<file path="src/rtl/key_event_arbiter_if.sv">
// Event handshake between the key arbiter (master) and the control unit (slave).
interface key_event_arbiter_if #(
    parameter int unsigned KEY_W = 2
);
    logic             evt_valid;
    logic [KEY_W-1:0] evt_key;
    logic             evt_ready;

    modport master (output evt_valid, output evt_key, input evt_ready);
    modport slave  (input evt_valid, input evt_key, output evt_ready);
endinterface

</file>
<file path="src/rtl/key_event_arbiter.sv">
// Round-robin key arbiter sharing one lockout timer; accepted presses are queued
// as key-index events in a small FIFO.
module key_event_arbiter #(
    parameter int unsigned NUM_KEYS       = 4,
    parameter int unsigned LOCKOUT        = 5_000_000,
    parameter int unsigned FIFO_DEPTH     = 4,
    parameter int unsigned KEY_ACTIVE_LOW = 1
) (
    input  logic                 clk,
    input  logic                 rst_n,
    input  logic [NUM_KEYS-1:0]  key_in,
    input  logic                 enable,
    key_event_arbiter_if.master  evt,
    output logic                 busy,
    output logic                 overflow,
    input  logic                 overflow_clr
);

    localparam int unsigned KeyW = $clog2(NUM_KEYS);
    localparam int unsigned CntW = $clog2(LOCKOUT + 1);
    localparam int unsigned PtrW = $clog2(FIFO_DEPTH);

    localparam logic                ActLow    = (KEY_ACTIVE_LOW != 0);
    localparam logic [NUM_KEYS-1:0] KeyIdle   = {NUM_KEYS{ActLow}};
    localparam logic [CntW-1:0]     CntLoad   = CntW'(LOCKOUT - 1);
    localparam logic [KeyW-1:0]     LastKey   = KeyW'(NUM_KEYS - 1);
    localparam logic [PtrW:0]       FullCount = (PtrW + 1)'(FIFO_DEPTH);

    typedef enum logic [1:0] {StIdle, StLock, StRelease} state_e;

    state_e              state_q, state_d;
    logic [CntW-1:0]     cnt_q, cnt_d;
    logic [KeyW-1:0]     rr_ptr_q, rr_ptr_d;
    logic [KeyW-1:0]     gnt_q, gnt_d;
    logic [NUM_KEYS-1:0] sync1_q, sync2_q;
    logic [NUM_KEYS-1:0] kp;
    logic                grant_any;
    logic [KeyW-1:0]     grant_idx;
    logic                push;

    logic [KeyW-1:0]     mem_q [FIFO_DEPTH];
    logic [PtrW-1:0]     wr_ptr_q, rd_ptr_q;
    logic [PtrW:0]       count_q;
    logic                fifo_valid, fifo_full, pop, wr_en, ovf_set;
    logic                overflow_q;

    // Two-flop synchronizer; idles at the released level so reset looks like "no key".
    always_ff @(posedge clk or negedge rst_n) begin
        if (!rst_n) begin
            sync1_q <= KeyIdle;
            sync2_q <= KeyIdle;
        end else begin
            sync1_q <= key_in;
            sync2_q <= sync1_q;
        end
    end

    assign kp = ActLow ? ~sync2_q : sync2_q;

    // First pressed key at or after the round-robin pointer.
    always_comb begin
        int unsigned     j;
        logic [KeyW-1:0] cand;
        grant_any = 1'b0;
        grant_idx = '0;
        j         = 0;
        cand      = '0;
        for (int unsigned i = 0; i < NUM_KEYS; i++) begin
            j    = (32'(rr_ptr_q) + i) % NUM_KEYS;
            cand = KeyW'(j);
            if (!grant_any && kp[cand]) begin
                grant_any = 1'b1;
                grant_idx = cand;
            end
        end
    end

    always_comb begin
        state_d  = state_q;
        cnt_d    = cnt_q;
        rr_ptr_d = rr_ptr_q;
        gnt_d    = gnt_q;
        push     = 1'b0;
        unique case (state_q)
            StIdle: begin
                if (enable && grant_any) begin
                    push     = 1'b1;
                    gnt_d    = grant_idx;
                    rr_ptr_d = (grant_idx == LastKey) ? '0 : grant_idx + 1'b1;
                    cnt_d    = CntLoad;
                    state_d  = StLock;
                end
            end
            StLock: begin
                if (cnt_q == '0) state_d = StRelease;
                else             cnt_d   = cnt_q - 1'b1;
            end
            StRelease: begin
                if (!kp[gnt_q]) state_d = StIdle;
            end
            default: state_d = StIdle;
        endcase
    end

    always_ff @(posedge clk or negedge rst_n) begin
        if (!rst_n) begin
            state_q  <= StIdle;
            cnt_q    <= '0;
            rr_ptr_q <= '0;
            gnt_q    <= '0;
        end else begin
            state_q  <= state_d;
            cnt_q    <= cnt_d;
            rr_ptr_q <= rr_ptr_d;
            gnt_q    <= gnt_d;
        end
    end

    assign busy = (state_q != StIdle);

    // A push into a full FIFO still lands if the head leaves on the same edge.
    assign fifo_valid = (count_q != '0);
    assign fifo_full  = (count_q == FullCount);
    assign pop        = fifo_valid && evt.evt_ready;
    assign wr_en      = push && (!fifo_full || pop);
    assign ovf_set    = push && fifo_full && !pop;

    always_ff @(posedge clk or negedge rst_n) begin
        if (!rst_n) begin
            for (int i = 0; i < FIFO_DEPTH; i++) mem_q[i] <= '0;
            wr_ptr_q <= '0;
            rd_ptr_q <= '0;
            count_q  <= '0;
        end else begin
            if (wr_en) begin
                mem_q[wr_ptr_q] <= gnt_d;
                wr_ptr_q        <= wr_ptr_q + 1'b1;
            end
            if (pop) rd_ptr_q <= rd_ptr_q + 1'b1;
            unique case ({wr_en, pop})
                2'b10:   count_q <= count_q + 1'b1;
                2'b01:   count_q <= count_q - 1'b1;
                default: count_q <= count_q;
            endcase
        end
    end

    always_ff @(posedge clk or negedge rst_n) begin
        if (!rst_n)            overflow_q <= 1'b0;
        else if (ovf_set)      overflow_q <= 1'b1;
        else if (overflow_clr) overflow_q <= 1'b0;
    end

    assign overflow      = overflow_q;
    assign evt.evt_valid = fifo_valid;
    assign evt.evt_key   = fifo_valid ? mem_q[rd_ptr_q] : '0;

endmodule

</file>
<file path="src/flat_wrapper.sv">
// flat-port wrapper written by rule: the top's interface ports become plain ports
module key_event_arbiter_flat 
#(
    parameter int unsigned NUM_KEYS       = 4,
    parameter int unsigned LOCKOUT        = 5_000_000,
    parameter int unsigned FIFO_DEPTH     = 4,
    parameter int unsigned KEY_ACTIVE_LOW = 1
)
  (clk, rst_n, key_in, enable, busy, overflow, overflow_clr, evt_evt_valid, evt_evt_key, evt_evt_ready);
  key_event_arbiter_if #(.KEY_W(2)) evt_i ();
  input  logic clk;
  input  logic rst_n;
  input  logic [NUM_KEYS-1:0] key_in;
  input  logic enable;
  output logic busy;
  output logic overflow;
  input  logic overflow_clr;
  output wire logic [$bits(evt_i.evt_valid)-1:0] evt_evt_valid;
  output wire logic [$bits(evt_i.evt_key)-1:0] evt_evt_key;
  input wire logic [$bits(evt_i.evt_ready)-1:0] evt_evt_ready;
  assign evt_evt_valid = evt_i.evt_valid;
  assign evt_evt_key = evt_i.evt_key;
  assign evt_i.evt_ready = evt_evt_ready;
  key_event_arbiter #(.NUM_KEYS(NUM_KEYS), .LOCKOUT(LOCKOUT), .FIFO_DEPTH(FIFO_DEPTH), .KEY_ACTIVE_LOW(KEY_ACTIVE_LOW)) u_core (.clk(clk), .rst_n(rst_n), .key_in(key_in), .enable(enable), .evt(evt_i), .busy(busy), .overflow(overflow), .overflow_clr(overflow_clr));
endmodule
</file>
<file path="config.mk">
export PLATFORM = sky130hd
export DESIGN_NAME = key_event_arbiter_flat
export DESIGN_NICKNAME = d
export VERILOG_FILES = /design/src/rtl/key_event_arbiter_if.sv /design/src/rtl/key_event_arbiter.sv /design/src/flat_wrapper.sv
export SDC_FILE = /design/constraint.sdc
export NUM_CORES = 1
export LEC_CHECK = 0
export BUFFER_PORTS_ARGS = -buffer_cell sky130_fd_sc_hd__buf_2
export CAP_MARGIN = 20
export CORE_MARGIN = 2
export CORE_UTILIZATION = 49
export DETAILED_ROUTE_END_ITERATION = 8
export GPL_TIMING_DRIVEN = 0
export PLACE_DENSITY = 0.69
export SYNTH_ARGS = -nofsm -noshare
export SYNTH_HDL_FRONTEND = slang
export SYNTH_SLANG_ARGS = --single-unit
</file>
<file path="constraint.sdc">
create_clock -name clk -period 2.6 [get_ports clk]
set_input_delay 0.13 -clock clk [delete_from_list [all_inputs] [get_ports clk]]
set_output_delay 0.13 -clock clk [all_outputs]
set_load 0.005 [all_outputs]
</file>
==> qor.yml, run 1 <==
synthesis:
  ys_ff_latch: 53
  yosysWarningCount: 0
  syn_inst: 267
  synth-edff-count: 0
  ys_seq_area_share_pct: 49.6
  netlist_area_um2: 2700
  synth_top_flop_cell: "dfrtp_1"
  ys_types: 46
  async_flop_share_pct: 100
  syn_nets: 283
  avgSynthCellArea_um2: 10.1
finish:
  area_growth_pct: 14.8
  final_cell_mix: "dfrtp_1, nand2_1, a21oi_1, o21ai_0"
  final_common_cell: "dfrtp_1"
  diodes: 0
  nets: 310
  design_area_um2: 3090
  nFillCells: 466
  drive_gt1_share_pct: 19.3
die:
  start_util_pct: 49.9
  row_count: 27
  core_area_um2: 5410
  fp.dieH_um: 78.2
  io_pins: 14
  die_x_um: 78.2
  dieArea_um2: 6110
clock_network:
  cts_tree: "built"
  cts_max_level: 2
  root_buffer: "clkbuf_8"
  clk_latency_ns: 0.31
  numCtsBuffers: 5
  clock_path_buffers: 2
  clk_pin_slew_ns: 0.10
  cts.sinks: 53
setup_path:
  end_kind: "register"
  startpoint_type: "register"
  critPathKind: "reg2reg"
  critPathRequiredTime_ns: 2.84
  crit_fanout: 7
  crit_arrival_ns: 2.80
placement:
  place_hpwl_mm: 3.61
  port_buffers: 13
  place.gp.congestion: 0.845
  post_dp_cell_area_um2: 2870
power_and_ir_drop:
  vdd_drop_max_mv: 0.463
  power-per-cell-area_nw_per_um2: 753
  power_leakage_uw: 0.00131
routing:
  via_count: 2060
  drt-pass1-iter-count: 4
  remaining_drc_errors: 0
  drt-initial-drc-count: 184
  wl_mm: 5.22
  viasPerCell: 5.61
  ant_nets: 0
  wire_per_inst_um: 14.2
global_route:
  gr-usage-met3_pct: 3.56
  gr-usage-all-layers_pct: 18.4
  top_usage_layer: "met2"
  grtUsageMet2_pct: 29.7
  grt_start_max_net_pins: 36
  met1_usage_pct: 24.6
  grt_pass1_vias: 1953
  grt_pass1_wl_mm: 9.03
  grt_overflow: 0
  antenna_found_initial: 0
run:
  max-cap-violations: 0
sta:
  max_slew_margin_pct: 41.5
  maxSlewViolCount: 0
  worst_clock_skew_ns: 0.00652
  post-route-min-period_ns: 2.55
  period_share_pct: 98.2
  setup_tns_ns: 0
  hold_viol: 0
  worst_slew_pin_slew_ns: 0.872
  setup_violations: 0
  fmax_mhz: 391
status:
  status: "finished clean"
hold_path:
  hold_class: "in2reg"
==> layout make-up <==
type | instances | area [um2] | share of cell area [%]
inverter | 15 | 56.3 | 1.82
tap | 72 | 90.1 | 2.91
buffer | 8 | 38.8 | 1.25
timing repair buffer | 25 | 183 | 5.91
multi-input combinational | 186 | 1270 | 41.1
sequential | 53 | 1340 | 43.2
clock buffer | 5 | 68.8 | 2.22
clock inverter | 3 | 47.5 | 1.54
==> registers in the layout, indices dropped and copies added, names as in the netlist, 2 cells and up, named ones only <==
| signal | flops |
|---|---|
| u_core.cnt_q | 23 |
| u_core.count_q | 3 |
| u_core.gnt_q | 2 |
| u_core.mem_q | 8 |
| u_core.rd_ptr_q | 2 |
| u_core.state_q | 2 |
| u_core.sync1_q | 4 |
| u_core.sync2_q | 4 |
| u_core.wr_ptr_q | 2 |
==> metrics by stage <==
| stage | hold WS [ns] | setup WS, ns | utilization (%) | total power (uW) | cells |
|---|---|---|---|---|---|
| floorplan | -0.166 | 0.0321 | - | 1550 | 267 |
| global placement | 0.235 | -0.302 | 52.7 | 1680 | 352 |
| detailed placement | 0.0953 | -0.323 | 53.1 | 1710 | 353 |
| CTS | 0.137 | 0.00370 | 56.1 | 2310 | 362 |
| global route | 0.160 | -0.00164 | 57.2 | 2500 | 367 |
| finish | 0.155 | 0.0457 | 57.2 | 2330 | 367 |
==> worst paths after layout <==
| kind | slack [ns] | cells after the start | from | endpoint |
|---|---|---|---|---|
| worst max-delay path | 0.05 | 6 | u_core.cnt_q[9] | u_core.cnt_q[21] |
| worst min register to register | 0.36 | 0 | u_core.sync1_q[3] | u_core.sync2_q[3] |
| min in group asynchronous | 0.28 | 2 | rst_n | u_core.cnt_q[21] |
| worst min-delay path | 0.16 | 3 | evt_evt_ready | u_core.overflow |
| max in group asynchronous | 1.79 | 3 | rst_n | u_core.cnt_q[5] |
| worst max register to register | 0.05 | 6 | u_core.cnt_q[9] | u_core.cnt_q[21] |
==> cell usage after synthesis (2+ instances only) <==
library cell,n,area (um2)
mux4_2,3,67.6
o21ai_1,6,30.0
a21oi_1,18,90.1
ha_1,6,75.1
nand4_1,3,18.8
nand3_1,11,55.1
nor4_1,6,37.5
mux2_2,5,56.3
xor2_1,6,52.6
dfrtp_1,45,1130
dfstp_2,8,210
o31ai_1,6,45.0
nor2_1,9,33.8
and2_1,4,25.0
o21ai_0,15,75.1
nor2b_1,2,12.5
or3_1,9,56.3
nor3_1,7,35.0
buf_2,2,10.0
and3_1,6,37.5
a21bo_2,2,20.0
or4_1,6,45.0
nand2b_1,3,18.8
o22ai_1,3,18.8
mux2i_1,3,30.0
xnor2_1,4,35.0
nand2_1,22,82.6
a31oi_1,3,18.8
inv_1,14,52.6
a211oi_1,4,30.0
clkbuf_1,11,41.3
==> what timing repair did <==
action / in CTS / in global routing
buffers inserted: 0 / 5
pin swaps: 0 / 2
hold buffers: 6 / 0
hold endpoints to repair: 15 / 0
resized for setup: 1 / 8
setup endpoints to repair: 2 / 13
==> report_power, final <==
group	switching, uW	total (uW)	internal, uW
Clock	290	584	294
Sequential	175	1170	998
Combinational	290	573	283
Total	754	2330	1580
==> critical path: stages (launching register included) <==
cell     delay, ns
dfrtp_1       0.39
or4_1         0.55
buf_6         0.16
or4_1         0.54
a211o_1       0.36
or3_1         0.35
a21oi_2       0.14
==> routing by layer <==
| metal | vias to the layer above | part of all wire [%] |
|---|---|---|
| met3 | 9 | 2.6 |
| met4 | 0 | 1.5 |
| met5 | - | 0 |
| met2 | 31 | 49 |
| li1 | 1020 | - |
| met1 | 1000 | 47 |
==> kinds of logic (layout without fill, tap and decap cells) <==
family,count (synthesis),count (layout),share of synthesized area [%]
simple gates,95,95,20.0
compound gates,63,63,14.0
flops,53,53,49.6
buf+inv,28,56,3.99
mux,11,11,5.71
xor+xnor,10,10,3.25
fa+ha+maj,7,7,3.53
(Power assumes the default switching activity.)
==> run 2, diff against run 1 <==
==> constraint.sdc (replaced) <==
create_clock -name clk -period 2.6 [get_ports clk]
set_input_delay 0.52 -clock clk [delete_from_list [all_inputs] [get_ports clk]]
set_output_delay 0.52 -clock clk [all_outputs]
set_load 0.005 [all_outputs]
==> qor.yml, run 2 (same netlist as run 1, synthesis figures left out) <==
clock_network:
  numCtsBuffers: 5
  cts_max_level: 2
  clk_latency_ns: 0.31
  cts.sinks: 53
  ctsHoldBuffers: 0
  clk_pin_slew_ns: 0.10
  root_buffer: "clkbuf_8"
  cts_tree: "built"
  clock_path_buffers: 2
sta:
  period_share_pct: 98.7
  post-route-min-period_ns: 2.57
  timing.hold.ws_ns: 0.133
  maxSlewViolCount: 0
  max_slew_margin_pct: 41.5
  worst_slew_pin_slew_ns: 0.872
  worst_clock_skew_ns: 0.00554
  fmax_mhz: 390
  setup_violations: 0
  worst_slack_ns: 0.0345
  hold_viol: 0
die:
  die_x_um: 78.2
  row_count: 27
  dieArea_um2: 6110
  io_pins: 14
  fp.dieH_um: 78.2
  core_area_um2: 5410
  start_util_pct: 49.9
finish:
  diodes: 0
  post-route-util_pct: 56.1
  top_regs: "u_core.cnt_q x23, u_core.mem_q x8"
  drive_gt1_share_pct: 19.7
  nFillCells: 474
  design_area_um2: 3030
  regMostFlops: "u_core.cnt_q"
  final_cell_mix: "dfrtp_1, nand2_1, a21oi_1, o21ai_0"
  largest_reg_flops: 23
  final_common_cell: "dfrtp_1"
  area_growth_pct: 12.5
  nets: 304
power_and_ir_drop:
  power_leakage_uw: 0.00128
  vdd_drop_max_mv: 0.451
  power-per-cell-area_nw_per_um2: 766
routing:
  drt-pass1-iter-count: 5
  via_count: 2037
  wire_per_inst_um: 14.3
  remaining_drc_errors: 0
  drt-initial-drc-count: 131
  viasPerCell: 5.64
  wl_mm: 5.17
  ant_nets: 0
global_route:
  grt_start_max_net_pins: 36
  grt_overflow: 0
  antenna_found_initial: 0
  gr-usage-all-layers_pct: 18.4
  grt_pass1_wl_mm: 9.00
  grt_pass1_vias: 1946
setup_path:
  critPathKind: "reg2reg"
  crit_arrival_ns: 2.81
  worst-r2r-setup-slack_ns: 0.03
  startpoint_type: "register"
  r2r_start: "u_core.cnt_q[9]"
  critPathRequiredTime_ns: 2.84
  crit_fanout: 7
  startpoint: "u_core.cnt_q[9]"
  end_kind: "register"
  timing.rr.end: "u_core.cnt_q[21]"
  reg2reg_depth: 6
status:
  status: "finished clean"
placement:
  port_buffers: 13
  place.gp.congestion: 0.845
  place_hpwl_mm: 3.61
  dpl_worst_slack_ns: -0.323
  post_dp_cell_area_um2: 2870
run:
  max-cap-violations: 0
hold_path:
  hold_class: "in2async"
==> run 2: cell count changes in the layout (fill, tap and decap cells not counted), sizes merged <==
cell         previous run  this run
dlygate4sd3             6         0
==> run 2: metal layers <==
layer  GRT usage [%]  part of all wire (%)  vias up  routed length [um]
li1                -                     -     1007                   -
met4            7.19                   1.7        0                  86
met2            29.7                    49       28                2520
met1            24.4                    47      991                2430
met5               0                     0        -                   0
met3            3.56                   2.7       11                 138
==> run 2: power breakdown <==
part           leakage, uW  internal, uW  switching [uW]
Clock            0.0000591           294             285
Sequential        0.000646           999             178
Combinational     0.000578           277             290
==> run 2: timing repair <==
item	4_1_cts	5_1_grt
resized for setup	1	8
cloned	0	0
pin swaps	0	2
endpoints found under the setup margin	2	13
setup buffers	0	5
==> run 2: how the worst max path moves through the flow <==
stage / end / slack [ns] / depth (start not counted)
floorplan: u_core.count_q[2] / 0.03 / 12
global placement: u_core.count_q[2] / -0.30 / 12
detailed placement: u_core.count_q[2] / -0.32 / 12
CTS: u_core.count_q[2] / 0.004 / 10
global route: u_core.cnt_q[17] / -0.02 / 6
finish: u_core.cnt_q[21] / 0.03 / 6
==> run 2: through the flow <==
step | power (uW) | cells | TNS [ns]
4_1_cts | 2300 | 356 | 0
3_3_place_gp | 1680 | 352 | -0.390
3_5_place_dp | 1710 | 353 | -0.438
2_1_floorplan | 1550 | 267 | 0
6_report | 2320 | 361 | 0
5_1_grt | 2490 | 361 | -0.0846
==> run 2: area by class of cell <==
type / instances / area (um2) / share of cell area (%)
multi-input cells: 186 / 1270 / 42.0
well taps: 72 / 90.1 / 2.97
clock buffers: 5 / 68.8 / 2.27
inverters: 15 / 56.3 / 1.86
plain buffers: 8 / 38.8 / 1.28
repair buffers: 19 / 123 / 4.04
clock inverters: 3 / 47.5 / 1.57
flip-flops and latches: 53 / 1340 / 44.1
==> run 2: critical path, stage by stage, from the launching register on <==
cell and delay, ns:
dfrtp_1 0.40, or4_1 0.55, buf_6 0.16, or4_1 0.54, a211o_1 0.35, or3_1 0.35
a21oi_2 0.14
